`config.mk`:
```
export PLATFORM = sky130hd
export DESIGN_NAME = operand_fetch_regfile_flat
export DESIGN_NICKNAME = d
export VERILOG_FILES = /design/src/rtl/operand_fetch_regfile_if.sv /design/src/rtl/operand_fetch_regfile.sv /design/src/flat_wrapper.sv
export SDC_FILE = /design/constraint.sdc
export NUM_CORES = 1
export LEC_CHECK = 0
export CORE_ASPECT_RATIO = 0.7
export CORE_UTILIZATION = 55
export DETAILED_ROUTE_END_ITERATION = 10
export GPL_ROUTABILITY_DRIVEN = 1
export PLACE_DENSITY = 0.77
export SLEW_MARGIN = 20
export SYNTH_ARGS = -nofsm -noshare
export SYNTH_HDL_FRONTEND = slang
export SYNTH_SLANG_ARGS = --single-unit
export TNS_END_PERCENT = 20
```
`constraint.sdc`:
```
create_clock -name clk -period 2.29 [get_ports clk]
set_input_delay 0.229 -clock clk [delete_from_list [all_inputs] [get_ports clk]]
set_output_delay 0.229 -clock clk [all_outputs]
set_load 0.1 [all_outputs]
```
`src/rtl/operand_fetch_regfile_if.sv`:
```
// Issue, writeback and ALU-facing operand bundle for operand_fetch_regfile.
// master = instruction source / writeback driver, slave = the register-file stage.
interface operand_fetch_regfile_if #(
  parameter int DATA_W   = 8,
  parameter int NUM_REGS = 8
);
  localparam int ADDR_W = $clog2(NUM_REGS);

  logic              issue_valid;
  logic              issue_ready;
  logic [ADDR_W-1:0] readreg1;
  logic [ADDR_W-1:0] readreg2;
  logic [2:0]        alu_sel_in;
  logic [ADDR_W-1:0] dest_in;
  logic              write_en;
  logic [ADDR_W-1:0] writereg;
  logic [DATA_W-1:0] writedata;
  logic [DATA_W-1:0] operand1;
  logic [DATA_W-1:0] operand2;
  logic [2:0]        alu_sel_out;
  logic [ADDR_W-1:0] dest_out;
  logic              out_valid;

  modport master (
    output issue_valid, readreg1, readreg2, alu_sel_in, dest_in,
           write_en, writereg, writedata,
    input  issue_ready, operand1, operand2, alu_sel_out, dest_out, out_valid
  );

  modport slave (
    input  issue_valid, readreg1, readreg2, alu_sel_in, dest_in,
           write_en, writereg, writedata,
    output issue_ready, operand1, operand2, alu_sel_out, dest_out, out_valid
  );
endinterface

```
`src/rtl/operand_fetch_regfile.sv`:
```
// Register file + operand issue stage with a pending-write scoreboard ahead of the ALU.
// Optional macro REGFILE_ZERO_REG_EN makes register 0 a hard-wired zero.
module operand_fetch_regfile #(
  parameter int DATA_W   = 8,
  parameter int NUM_REGS = 8
) (
  input  logic                    clk,
  input  logic                    reset,
  operand_fetch_regfile_if.slave  bus
);
  localparam int ADDR_W = $clog2(NUM_REGS);

`ifdef REGFILE_ZERO_REG_EN
  localparam bit ZERO_REG = 1'b1;
`else
  localparam bit ZERO_REG = 1'b0;
`endif

  logic [DATA_W-1:0]   regs [NUM_REGS];
  logic [NUM_REGS-1:0] pending;
  logic [NUM_REGS-1:0] pending_nxt;

  logic              wr_active;
  logic              hit1, hit2, hitd;
  logic              block1, block2, blockd;
  logic              accept;
  logic              set_pending;
  logic [DATA_W-1:0] rd_data1, rd_data2;

  // Writes aimed at a hard-wired zero register never reach the array or the scoreboard.
  assign wr_active = bus.write_en && !(ZERO_REG && (bus.writereg == '0));

  assign hit1 = wr_active && (bus.writereg == bus.readreg1);
  assign hit2 = wr_active && (bus.writereg == bus.readreg2);
  assign hitd = wr_active && (bus.writereg == bus.dest_in);

  assign block1 = pending[bus.readreg1] && !hit1;
  assign block2 = pending[bus.readreg2] && !hit2;
  assign blockd = pending[bus.dest_in]  && !hitd;

  // Ready depends only on scoreboard and writeback, never on issue_valid.
  assign bus.issue_ready = !(block1 || block2 || blockd);
  assign accept          = bus.issue_valid && bus.issue_ready;
  assign set_pending     = accept && !(ZERO_REG && (bus.dest_in == '0));

  always_comb begin
    rd_data1 = hit1 ? bus.writedata : regs[bus.readreg1];
    rd_data2 = hit2 ? bus.writedata : regs[bus.readreg2];
    if (ZERO_REG && (bus.readreg1 == '0)) rd_data1 = '0;
    if (ZERO_REG && (bus.readreg2 == '0)) rd_data2 = '0;
  end

  // NOTE: every variable assigned in always_comb gets a default first, so no latch is inferred.
  always_comb begin
    pending_nxt = pending;
    if (wr_active)   pending_nxt[bus.writereg] = 1'b0;
    // Set is applied after clear so a same-cycle set/clear leaves the bit set.
    if (set_pending) pending_nxt[bus.dest_in]  = 1'b1;
  end

  // NOTE: the register array is reset explicitly because architected state must read 0 after reset.
  always_ff @(posedge clk) begin
    if (reset) begin
      for (int i = 0; i < NUM_REGS; i++) regs[i] <= '0;
      pending         <= '0;
      bus.operand1    <= '0;
      bus.operand2    <= '0;
      bus.alu_sel_out <= '0;
      bus.dest_out    <= '0;
      bus.out_valid   <= 1'b0;
    end else begin
      // NOTE: sequential state uses non-blocking assignment so all updates see pre-edge values.
      if (wr_active) regs[bus.writereg] <= bus.writedata;
      pending       <= pending_nxt;
      bus.out_valid <= accept;
      if (accept) begin
        bus.operand1    <= rd_data1;
        bus.operand2    <= rd_data2;
        bus.alu_sel_out <= bus.alu_sel_in;
        bus.dest_out    <= bus.dest_in;
      end
    end
  end

  a_issue_latency: assert property (@(posedge clk) disable iff (reset)
    accept |=> bus.out_valid);
  a_no_accept_no_valid: assert property (@(posedge clk) disable iff (reset)
    !accept |=> !bus.out_valid);

endmodule

```
`src/flat_wrapper.sv`:
```
// flat-port wrapper written by rule: the top's interface ports become plain ports
module operand_fetch_regfile_flat 
#(
  parameter int DATA_W   = 8,
  parameter int NUM_REGS = 8
)
  (clk, reset, bus_issue_valid, bus_readreg1, bus_readreg2, bus_alu_sel_in, bus_dest_in, bus_write_en, bus_writereg, bus_writedata, bus_issue_ready, bus_operand1, bus_operand2, bus_alu_sel_out, bus_dest_out, bus_out_valid);
  operand_fetch_regfile_if #(.DATA_W(DATA_W), .NUM_REGS(NUM_REGS)) bus_i ();
  input  logic clk;
  input  logic reset;
  input wire logic [$bits(bus_i.issue_valid)-1:0] bus_issue_valid;
  input wire logic [$bits(bus_i.readreg1)-1:0] bus_readreg1;
  input wire logic [$bits(bus_i.readreg2)-1:0] bus_readreg2;
  input wire logic [$bits(bus_i.alu_sel_in)-1:0] bus_alu_sel_in;
  input wire logic [$bits(bus_i.dest_in)-1:0] bus_dest_in;
  input wire logic [$bits(bus_i.write_en)-1:0] bus_write_en;
  input wire logic [$bits(bus_i.writereg)-1:0] bus_writereg;
  input wire logic [$bits(bus_i.writedata)-1:0] bus_writedata;
  output wire logic [$bits(bus_i.issue_ready)-1:0] bus_issue_ready;
  output wire logic [$bits(bus_i.operand1)-1:0] bus_operand1;
  output wire logic [$bits(bus_i.operand2)-1:0] bus_operand2;
  output wire logic [$bits(bus_i.alu_sel_out)-1:0] bus_alu_sel_out;
  output wire logic [$bits(bus_i.dest_out)-1:0] bus_dest_out;
  output wire logic [$bits(bus_i.out_valid)-1:0] bus_out_valid;
  assign bus_i.issue_valid = bus_issue_valid;
  assign bus_i.readreg1 = bus_readreg1;
  assign bus_i.readreg2 = bus_readreg2;
  assign bus_i.alu_sel_in = bus_alu_sel_in;
  assign bus_i.dest_in = bus_dest_in;
  assign bus_i.write_en = bus_write_en;
  assign bus_i.writereg = bus_writereg;
  assign bus_i.writedata = bus_writedata;
  assign bus_issue_ready = bus_i.issue_ready;
  assign bus_operand1 = bus_i.operand1;
  assign bus_operand2 = bus_i.operand2;
  assign bus_alu_sel_out = bus_i.alu_sel_out;
  assign bus_dest_out = bus_i.dest_out;
  assign bus_out_valid = bus_i.out_valid;
  operand_fetch_regfile #(.DATA_W(DATA_W), .NUM_REGS(NUM_REGS)) u_core (.clk(clk), .reset(reset), .bus(bus_i));
endmodule
```
### Yosys cells after proc, flatten, opt, wreduce, memory -nomap -nowiden

Memory sizes are Yosys's and may differ from the RTL's. A register that Yosys moved wholly into a read port is not among the register bits.
Index checks and enable logic that the tools add are counted.

| word-level totals | value |
|---|---|
| memories kept | 1 |
| output and inout bits | 24 |
| RAM bits | 64 |
| flip-flop bits (word level) | 15 |

Memories:

| name | words | width | read ports | clocked after memory_dff | wr ports | RTL line | text |
|---|---|---|---|---|---|---|---|
| u_core.regs | 8 | 8 | 2 | 2 | 8 | operand_fetch_regfile.sv:19 | `logic [DATA_W-1:0] regs [NUM_REGS];` |

| operators by class | value |
|---|---|
| order comparisons | 6 |
| mux-type cells | 20 |
| reduce and logical (&&, ||, !) cells | 16 |
| bitwise gates (word level) | 3 |
| equal/unequal tests | 3 |

Operators by type and width:

| kind | count |
|---|---|
| $mux 8 | 3 |
| $lt 3x4->1 const B | 4 |
| $mux 1 | 11 |
| $bmux 1 s3 | 3 |
| $eq 3x3->1 | 3 |
| $logic_and 1x1->1 | 9 |
| $and 8x8->8 | 1 |
| $not 8->8 | 1 |
| $or 8x8->8 | 1 |
| $reduce_or 8->1 | 1 |
| $demux 1 s3 | 2 |
| $ge 3x1->1 const B | 2 |
| $logic_not 1->1 | 4 |
| $mux 3 | 1 |
| $logic_or 1x1->1 | 2 |

### Depth between registers and ports, before layout

Gate-level depths: netlist of the first run.

| depth | value |
|---|---|
| word-level depth | 9 |
| mapped depth | 8 |
| gate-level depth less buffers | 5 |

### Worst setup path before layout of the first run

No wires, ideal clock.

| path | value |
|---|---|
| path kind | reg-to-output |
| from | reg u_core.pending[7] |
| to | out bus_issue_ready |
| path buffers | 1 |
| data arrival time | 3.309 ns |
| slack | -1.248 ns |
| cell stages (with the launch flop) | 6 |
| cells stage by stage | dfxtp_1 > mux4_2 > nand2b_1 > and3_1 > clkbuf_1 > nor3_1 |

| on the way | value |
|---|---|
| cells in the longest elaborated chain, start to end | 6 |
| elaborated cells between the ends (all ways) | 12 |
| classes of those cells | 6 x mux; 6 x reduce/logical |

RTL lines:

| what | RTL line | text |
|---|---|---|
| start: declaration | operand_fetch_regfile.sv:20 | `logic [NUM_REGS-1:0] pending;` |
| start signal: assignment | operand_fetch_regfile.sv:74 | `pending <= pending_nxt;` |
| $bmux 1 s3 (on tied branches) | operand_fetch_regfile.sv:37, operand_fetch_regfile.sv:38 |  |
| $mux 1 (on tied branches) | operand_fetch_regfile.sv:37, operand_fetch_regfile.sv:38 |  |
| $logic_and 1x1->1 (on tied branches) | operand_fetch_regfile.sv:37, operand_fetch_regfile.sv:38 |  |
| $logic_or 1x1->1 | operand_fetch_regfile.sv:42 | `assign bus.issue_ready = !(block1 \|\| block2 \|\| blockd);` |
| $logic_or 1x1->1 (*) | operand_fetch_regfile.sv:42 |  |
| $logic_not 1->1 (*) | operand_fetch_regfile.sv:42 |  |
| end: declaration | flat_wrapper.sv:19 | `output wire logic [$bits(bus_i.issue_ready)-1:0] bus_issue_ready;` |

Every way passes the cells marked *; elsewhere a longest branch is shown, timed or not. The select of a mux whose other input is x is not followed.

### Worst setup path after layout of the first run

| path | value |
|---|---|
| from | in bus_dest_in[0] |
| to | out bus_issue_ready |

| on the way | value |
|---|---|
| cells in the longest elaborated chain, start to end | 6 |
| elaborated cells between the ends (all ways) | 8 |
| classes of those cells | 1 x eq/ne; 2 x mux; 5 x reduce/logical |

RTL lines:

| what | RTL line | text |
|---|---|---|
| start: declaration | flat_wrapper.sv:15 | `input wire logic [$bits(bus_i.dest_in)-1:0] bus_dest_in;` |
| parallel branches: the longest is 3 deep, another holds $bmux 1 s3 | -- |  |
| $logic_and 1x1->1 (*) | operand_fetch_regfile.sv:39 | `assign blockd = pending[bus.dest_in] && !hitd;` |
| $logic_or 1x1->1 (*) | operand_fetch_regfile.sv:42 |  |
| $logic_not 1->1 (*) | operand_fetch_regfile.sv:42 |  |

Mark *: on every way between the ends. The select of a mux whose other input is x is not followed.

==> run metrics, run 1 <==
Buffers on Ports 50; crit path capture type output pin; Hold-fix buffers, CTS 0; Worst path slowest cell clkdlybuf4s50_1; Max IR drop VDD between 400 and 500 uV; CP startpoint kind input pin; Slew HR between 50% and 60%; Seq/Total Area, Yosys between 40% and 50%; CP Cell Sequence clkdlybuf4s50_1, mux2i_1, o32ai_2, o21a_1, nor3_4, buf_12; Starting Density 57.2%; diode count 0; flops & latches, synth 95; Slew Limit Fails 0; pre-CTS WS -0.0957 ns; Syn Area/Cell between 10 and 15 um2; Vias ~3700; ANT nets after route 0; final count of hold timing violations 0; crit-path max FO 6; largest net degree at the start of global routing 44; gp weighted congestion approximately 0.85; period utilisation layout 96.3%; Synth Net Count 440; Placed Area about 6000 um2; routed vias/inst about 6.0; fin area ~6300 um2; CP peak stage delay between 0.6 and 0.7 ns; DRT iter0 DRCs between 300 and 400; Ports about 50; MaxCap Viol Count 0; Worst Hold Launch reset; initial antenna violation count 0; Num CTS Buffers 9; core box area just over 9000 um2; die area 9940 um2; layout cells sized above 1 about a quarter; Int Pwr ~3.1 mW; vias in the first global route 3629; Total Neg Setup Slack 0 ns; Sw Ratio ~30%; first-pass GRT wire length between 15000 and 20000 um; Area Overhead vs Synth 20.5%; hold crit path type input pin to flop; RSZ-0062 raised after global routing no; wire per inst slightly above 20 um; CP required roughly 2.1 ns; static leakage around 2.4 nW; Worst-Margin Slew ~0.64 ns; FF-to-FF setup slack 0.36 ns; Fin Clk Skew roughly 0.0063 ns; fmax 453 MHz; Root Buffer clkbuf_16; Clock Sinks between 90 and 100; Final setup viols 0; Total GRT Usage between 20 and 30%; hold depth 2; H-tree depth 3; status finished, final reports clean; worst setup margin between 0.08 and 0.09 ns; Clock transition at path regs roughly 0.070 ns; Filler cells 661; Critical R2R Launch u_core.pending[7]; Die H 83.7 um; CTS tree built; drt drc 0; DPL Wire Length between 9000 and 10000 um; fin crit period approximately 2.2 ns; total wire length ~13000 um; Hold Slack between 0.4 and 0.5 ns; worst skew pair latency 0.34 ns; # rows 29; Synth Warn # 0; sequential share of power 45.5%; CP arrival approximately 2.0 ns; CTS Buffer Depth 2; RR Endpoint u_core.pending[3]; hold endpoint u_core.bus.dest_out[1]; Comb power frac between 20 and 25%; Mapped Cells 413; Final #Nets 514; post-CTS setup buffers 0; Crit Path Class input pin to output pin; worst r2r path cells 5; clock share of power 32.6%; net switching power 1.34 mW; Cell Area, Synth about 5200 um2; Final Util 68.9%; total gr overflow 0; total power density per cell area between 600 and 700 nW/um2; Die X 119 um; Synth cell types 40; TritonRoute pass-1 iters 5
==> placed cells by master (no fill, tap or decap), drive strengths merged, types with 5 or more instances in the layout <==
| master | count |
|---|---|
| nor3 | 21 |
| o32ai | 6 |
| clkdlybuf4s50 | 23 |
| a211o | 16 |
| xnor2 | 9 |
| edfxtp | 64 |
| buf | 67 |
| and2 | 64 |
| a21oi | 5 |
| nand4 | 10 |
| nand2b | 22 |
| o31ai | 6 |
| clkbuf | 9 |
| mux4 | 34 |
| nor2 | 13 |
| inv | 14 |
| mux2i | 40 |
| dfxtp | 31 |
==> critical path, delay by kind of cell <==
kind | cells | cell delay, ns
buffers and inverters | 2 | 0.86
AOI/OAI and AO/OA | 2 | 0.38
muxes | 1 | 0.27
and+or+nand+nor | 1 | 0.23
==> Yosys cell counts <==
cell type / number / area (um2)
a21o_1: 2 / 15.0
nor3_2: 1 / 10.0
nand2b_1: 22 / 138
o21ai_2: 1 / 8.76
buf_1: 5 / 18.8
buf_6: 3 / 33.8
o31ai_2: 1 / 12.5
edfxtp_1: 64 / 1920
a211o_1: 16 / 140
nor2b_4: 1 / 13.8
a31o_2: 3 / 26.3
o32ai_1: 6 / 52.6
buf_4: 3 / 22.5
o21a_1: 1 / 7.51
and4_4: 1 / 11.3
o31a_1: 1 / 8.76
and3_1: 1 / 6.26
mux2i_1: 40 / 400
nor2b_1: 3 / 18.8
dfxtp_1: 31 / 621
o21bai_1: 3 / 22.5
a21oi_1: 5 / 25.0
o22ai_1: 4 / 25.0
xnor2_1: 9 / 78.8
buf_2: 8 / 40.0
and2_1: 64 / 400
nor2_1: 13 / 48.8
a22o_1: 1 / 8.76
nand3_2: 1 / 10.0
o21ai_1: 1 / 5.00
nor3_1: 20 / 100
inv_1: 11 / 41.3
nand3_4: 1 / 17.5
o31ai_1: 5 / 37.5
nand2_1: 4 / 15.0
mux4_2: 34 / 766
nand4_1: 10 / 62.6
or2_2: 2 / 12.5
clkbuf_1: 10 / 37.5
a22oi_1: 1 / 7.51
==> kinds of logic after synthesis <==
| group | count (synthesis) | synth area share, % |
|---|---|---|
| AND/OR/NAND/NOR | 144 | 16.5 |
| flip-flops | 95 | 48.4 |
| multiplexers | 74 | 22.2 |
| AO/OA/AOI/OAI | 51 | 7.68 |
| buffers and inverters | 40 | 3.69 |
| XOR/XNOR | 9 | 1.50 |
==> metrics by stage <==
step,total power [mW],cells
floorplan,2.71,413
global placement,2.97,600
detailed placement,3.00,600
CTS,4.42,616
global route,4.56,616
finish,4.41,616
==> layer usage <==
layer | GRT usage (%) | up-vias | wire length [um] | part of all wire [%]
met5 | 0 | - | 0 | 0
met4 | 7.02 | 0 | 108 | 0.86
met3 | 6.15 | 12 | 1250 | 10
met2 | 38.9 | 176 | 5550 | 44
met1 | 40.5 | 1789 | 5600 | 45
li1 | - | 1717 | - | -
==> timing repair <==
item | 4_1_cts | 5_1_grt
endpoints found under the setup margin | 1 | 1
gates resized for setup | 1 | 4
endpoints found under the hold margin | 0 | 0
gates cloned | 0 | 0
==> power groups by stage <==
stage / combinational (mW) / sequential [mW] / clock, mW
2_1_floorplan: 0.436 / 2.27 / 0
4_1_cts: 0.957 / 2.01 / 1.46
6_report: 0.964 / 2.01 / 1.44
5_1_grt: 1.01 / 2.02 / 1.53
3_5_place_dp: 0.955 / 2.04 / 0
3_3_place_gp: 0.942 / 2.03 / 0
==> sequential cells by signal, indices dropped and copies added, names as in the netlist <==
name / count
u_core.bus.out_valid: 1
u_core.bus.operand2: 8
u_core.bus.dest_out: 3
u_core.pending: 8
u_core.bus.operand1: 8
u_core.regs: 64
u_core.bus.alu_sel_out: 3
==> worst max-delay path by stage <==
| stage | from | endpoint | slack, ns |
|---|---|---|---|
| 6_report | bus_dest_in[0] | bus_issue_ready | 0.08 |
| 5_1_grt | bus_dest_in[0] | bus_issue_ready | 0.01 |
| 4_1_cts | bus_dest_in[1] | bus_issue_ready | 0.01 |
| 3_5_place_dp | bus_readreg2[0] | u_core.pending[3] | -0.1 |
| 3_3_place_gp | bus_readreg2[0] | u_core.bus.operand2[1] | -0.04 |
| 2_1_floorplan | u_core.pending[7] | bus_issue_ready | 0.06 |
==> layout make-up <==
cell class              count  area, um2  area share (%)
repair buffers             92        768            12.1
flip-flops and latches     95       2540            40.2
clock buffers               9        225            3.56
clock inverters             7       56.3           0.890
multi-input cells         278       2540            40.1
inverters                  11       41.3           0.653
well taps                 124        155            2.45
(Power assumes the default switching activity.)
==> inputs of run 2 (changes only) <==
--- a/config.mk
+++ b/config.mk
@@ -9,6 +9,7 @@
 export CORE_UTILIZATION = 55
 export DETAILED_ROUTE_END_ITERATION = 10
 export GPL_ROUTABILITY_DRIVEN = 1
+export GPL_TIMING_DRIVEN = 0
 export PLACE_DENSITY = 0.77
 export SLEW_MARGIN = 20
 export SYNTH_ARGS = -nofsm -noshare
==> run 2 against run 1 <==
Cell count decreased by 2.9%. Clock-buffer cell count up 1. Highest routed layer unchanged. Critical endpoint unchanged. Wire length up 4.2%. Die area unchanged. Sequential share of layout area rose by 0.45 points. Global-route usage increased by 0.57 points. Critical path depth rose by 1. Sequential power barely moved. Critical path type unchanged. Hold slack got worse by 0.21 ns.
==> run metrics, run 2 (synthesis gave the netlist of run 1 again) <==
Root Buffer clkbuf_16; Hold-fix buffers, CTS 0 (unchanged); Clock transition at path regs 0.07 ns (about the same); largest net degree at the start of global routing 17 (-61%); Comb power frac 20.8% (-1.1 points); H-tree depth 3 (unchanged); max reg flops 64 (unchanged); Vias 3754 (+1.6%); Int Pwr 3.30 mW (+7.5%); Final Util 68.1% (-0.76 points); DRT iter0 DRCs 399 (+14%); worst r2r path cells 6 (+1); Placed Area 5870 um2 (-2.7%); MaxCap Viol Count 0 (unchanged); worst skew pair latency 0.35 ns (about the same); Sw Ratio 28.7% (-1.8 points); Final setup viols 0 (unchanged); total wire length 13000 um (+4.2%); worst setup margin 0.0360 ns (-0.0477 ns); pre-CTS WS -1.13 ns (-1.04 ns); Buffers on Ports 45 (-10%); Slew Limit Fails 0 (unchanged); hold depth 2 (unchanged); sequential share of power 43.5% (-2.0 points); total power 4.62 mW (+4.9%); Crit Path Class input pin to output pin; Die H 83.7 um (unchanged); static leakage 2.30 nW (-5.8%); FF/Latch Area 2540 um2 (unchanged); hold crit path type input pin to flop; Final #Nets 496 (-3.5%); routed vias/inst 6.28 (+4.7%); crit-path max FO 10 (+4); most frequent cells in the layout and2_1, edfxtp_1, clkdlybuf4s50_1, mux2i_1, mux4_2; fmax 444 MHz (-2.1%); Slew HR 34.3% (-23 points); period utilisation layout 98.4% (+2.1 points); first-pass GRT wire length 19900 um (unchanged); Total Neg Setup Slack 0 ns (unchanged); DPL Wire Length 9400 um (+1.9%); drt drc 0 (unchanged); dpl cells 582 (-3.0%); total gr overflow 0 (unchanged); Worst-Margin Slew 0.982 ns (+0.342 ns); CP startpoint kind input pin; Ports 51 (unchanged); crit path capture type output pin; status finished, final reports clean; wire per inst 21.8 um (+7.4%); total power density per cell area 739 nW/um2 (+6.0%); initial antenna violation count 0 (unchanged); Top reg by flops u_core.regs; final count of hold timing violations 0 (unchanged); CTS tree built; Multi-input gate area 2540 um2 (+0.20%); Num CTS Buffers 9 (unchanged); Area Overhead vs Synth 19.2%; Hold Slack 0.223 ns (-0.206 ns); Filler cells 633 (-4.2%); RSZ-0062 raised after global routing yes; core box area 9180 um2 (unchanged); Total GRT Usage 27.4% (+0.57 points); TritonRoute pass-1 iters 5 (unchanged); gp weighted congestion 0.868 (+2.6%); CP required 2.06 ns (about the same); layout cells sized above 1 17.7% (-8.9 points); diode count 0 (unchanged); clock share of power 35.8% (+3.2 points); fin crit period 2.25 ns (+0.0477 ns); fin area 6250 um2 (-1.1%); Starting Density 57.2% (unchanged); ANT nets after route 0 (unchanged); Post-Layout Cell Count 598 (-2.9%); net switching power 1.33 mW (-1.2%); die area 9940 um2 (unchanged); vias in the first global route 3531 (-2.7%); CTS Buffer Depth 2 (unchanged); # rows 29 (unchanged); Die X 119 um (unchanged); CP arrival 2.03 ns (+0.05 ns); Max IR drop VDD 681 uV (+42%); Fin Clk Skew 0.0118 ns (+0.00550 ns); Clock Sinks 95 (unchanged)
## run 2: area by class of cell
| cell class | instances | share of cell area (%) |
|---|---|---|
| Clock buffer | 10 | 3.82 |
| Timing Repair Buffer | 46 | 7.56 |
| Sequential cell | 95 | 40.6 |
| Buffer | 28 | 2.74 |
| Clock inverter | 6 | 1.46 |
| Tap cell | 124 | 2.48 |
| Inverter | 11 | 0.660 |
| Multi-Input combinational cell | 278 | 40.6 |
## run 2: path summary, 6_finish.rpt
kind | slack (ns) | end | from
worst max-delay path | 0.04 | bus_issue_ready | bus_writereg[2]
worst min-delay path | 0.22 | u_core.pending[1] | bus_dest_in[1]
worst max register to register | 0.12 | u_core.pending[3] | u_core.pending[7]
worst min register to register | 0.46 | u_core.bus.dest_out[0] | u_core.bus.dest_out[0]
## run 2: repair_timing
action                                  in CTS  in global routing
setup buffers                                0                  1
gates resized for setup                     16                  9
endpoints found under the setup margin       1                 19
## run 2: layer usage
layer / routed length [um] / global-route usage (%)
met1: 5770 / 40.0
met2: 5870 / 40.7
met3: 1270 / 6.69
met4: 127 / 8.06
met5: 0 / 0
## run 2: power groups by stage
stage | clock, mW | combinational (mW) | sequential, mW
global placement | 0 | 0.917 | 2.03
floorplan | 0 | 0.436 | 2.27
global route | 1.71 | 0.998 | 2.02
detailed placement | 0 | 0.930 | 2.04
finish | 1.65 | 0.959 | 2.01
CTS | 1.66 | 0.947 | 2.01
## run 2: worst max-delay path, stage by stage
cell	delay, ns
clkdlybuf4s50_1	0.56
buf_2	0.26
xnor2_1	0.14
nand4_1	0.15
o21a_2	0.25
nor3_4	0.24
buf_12	0.20
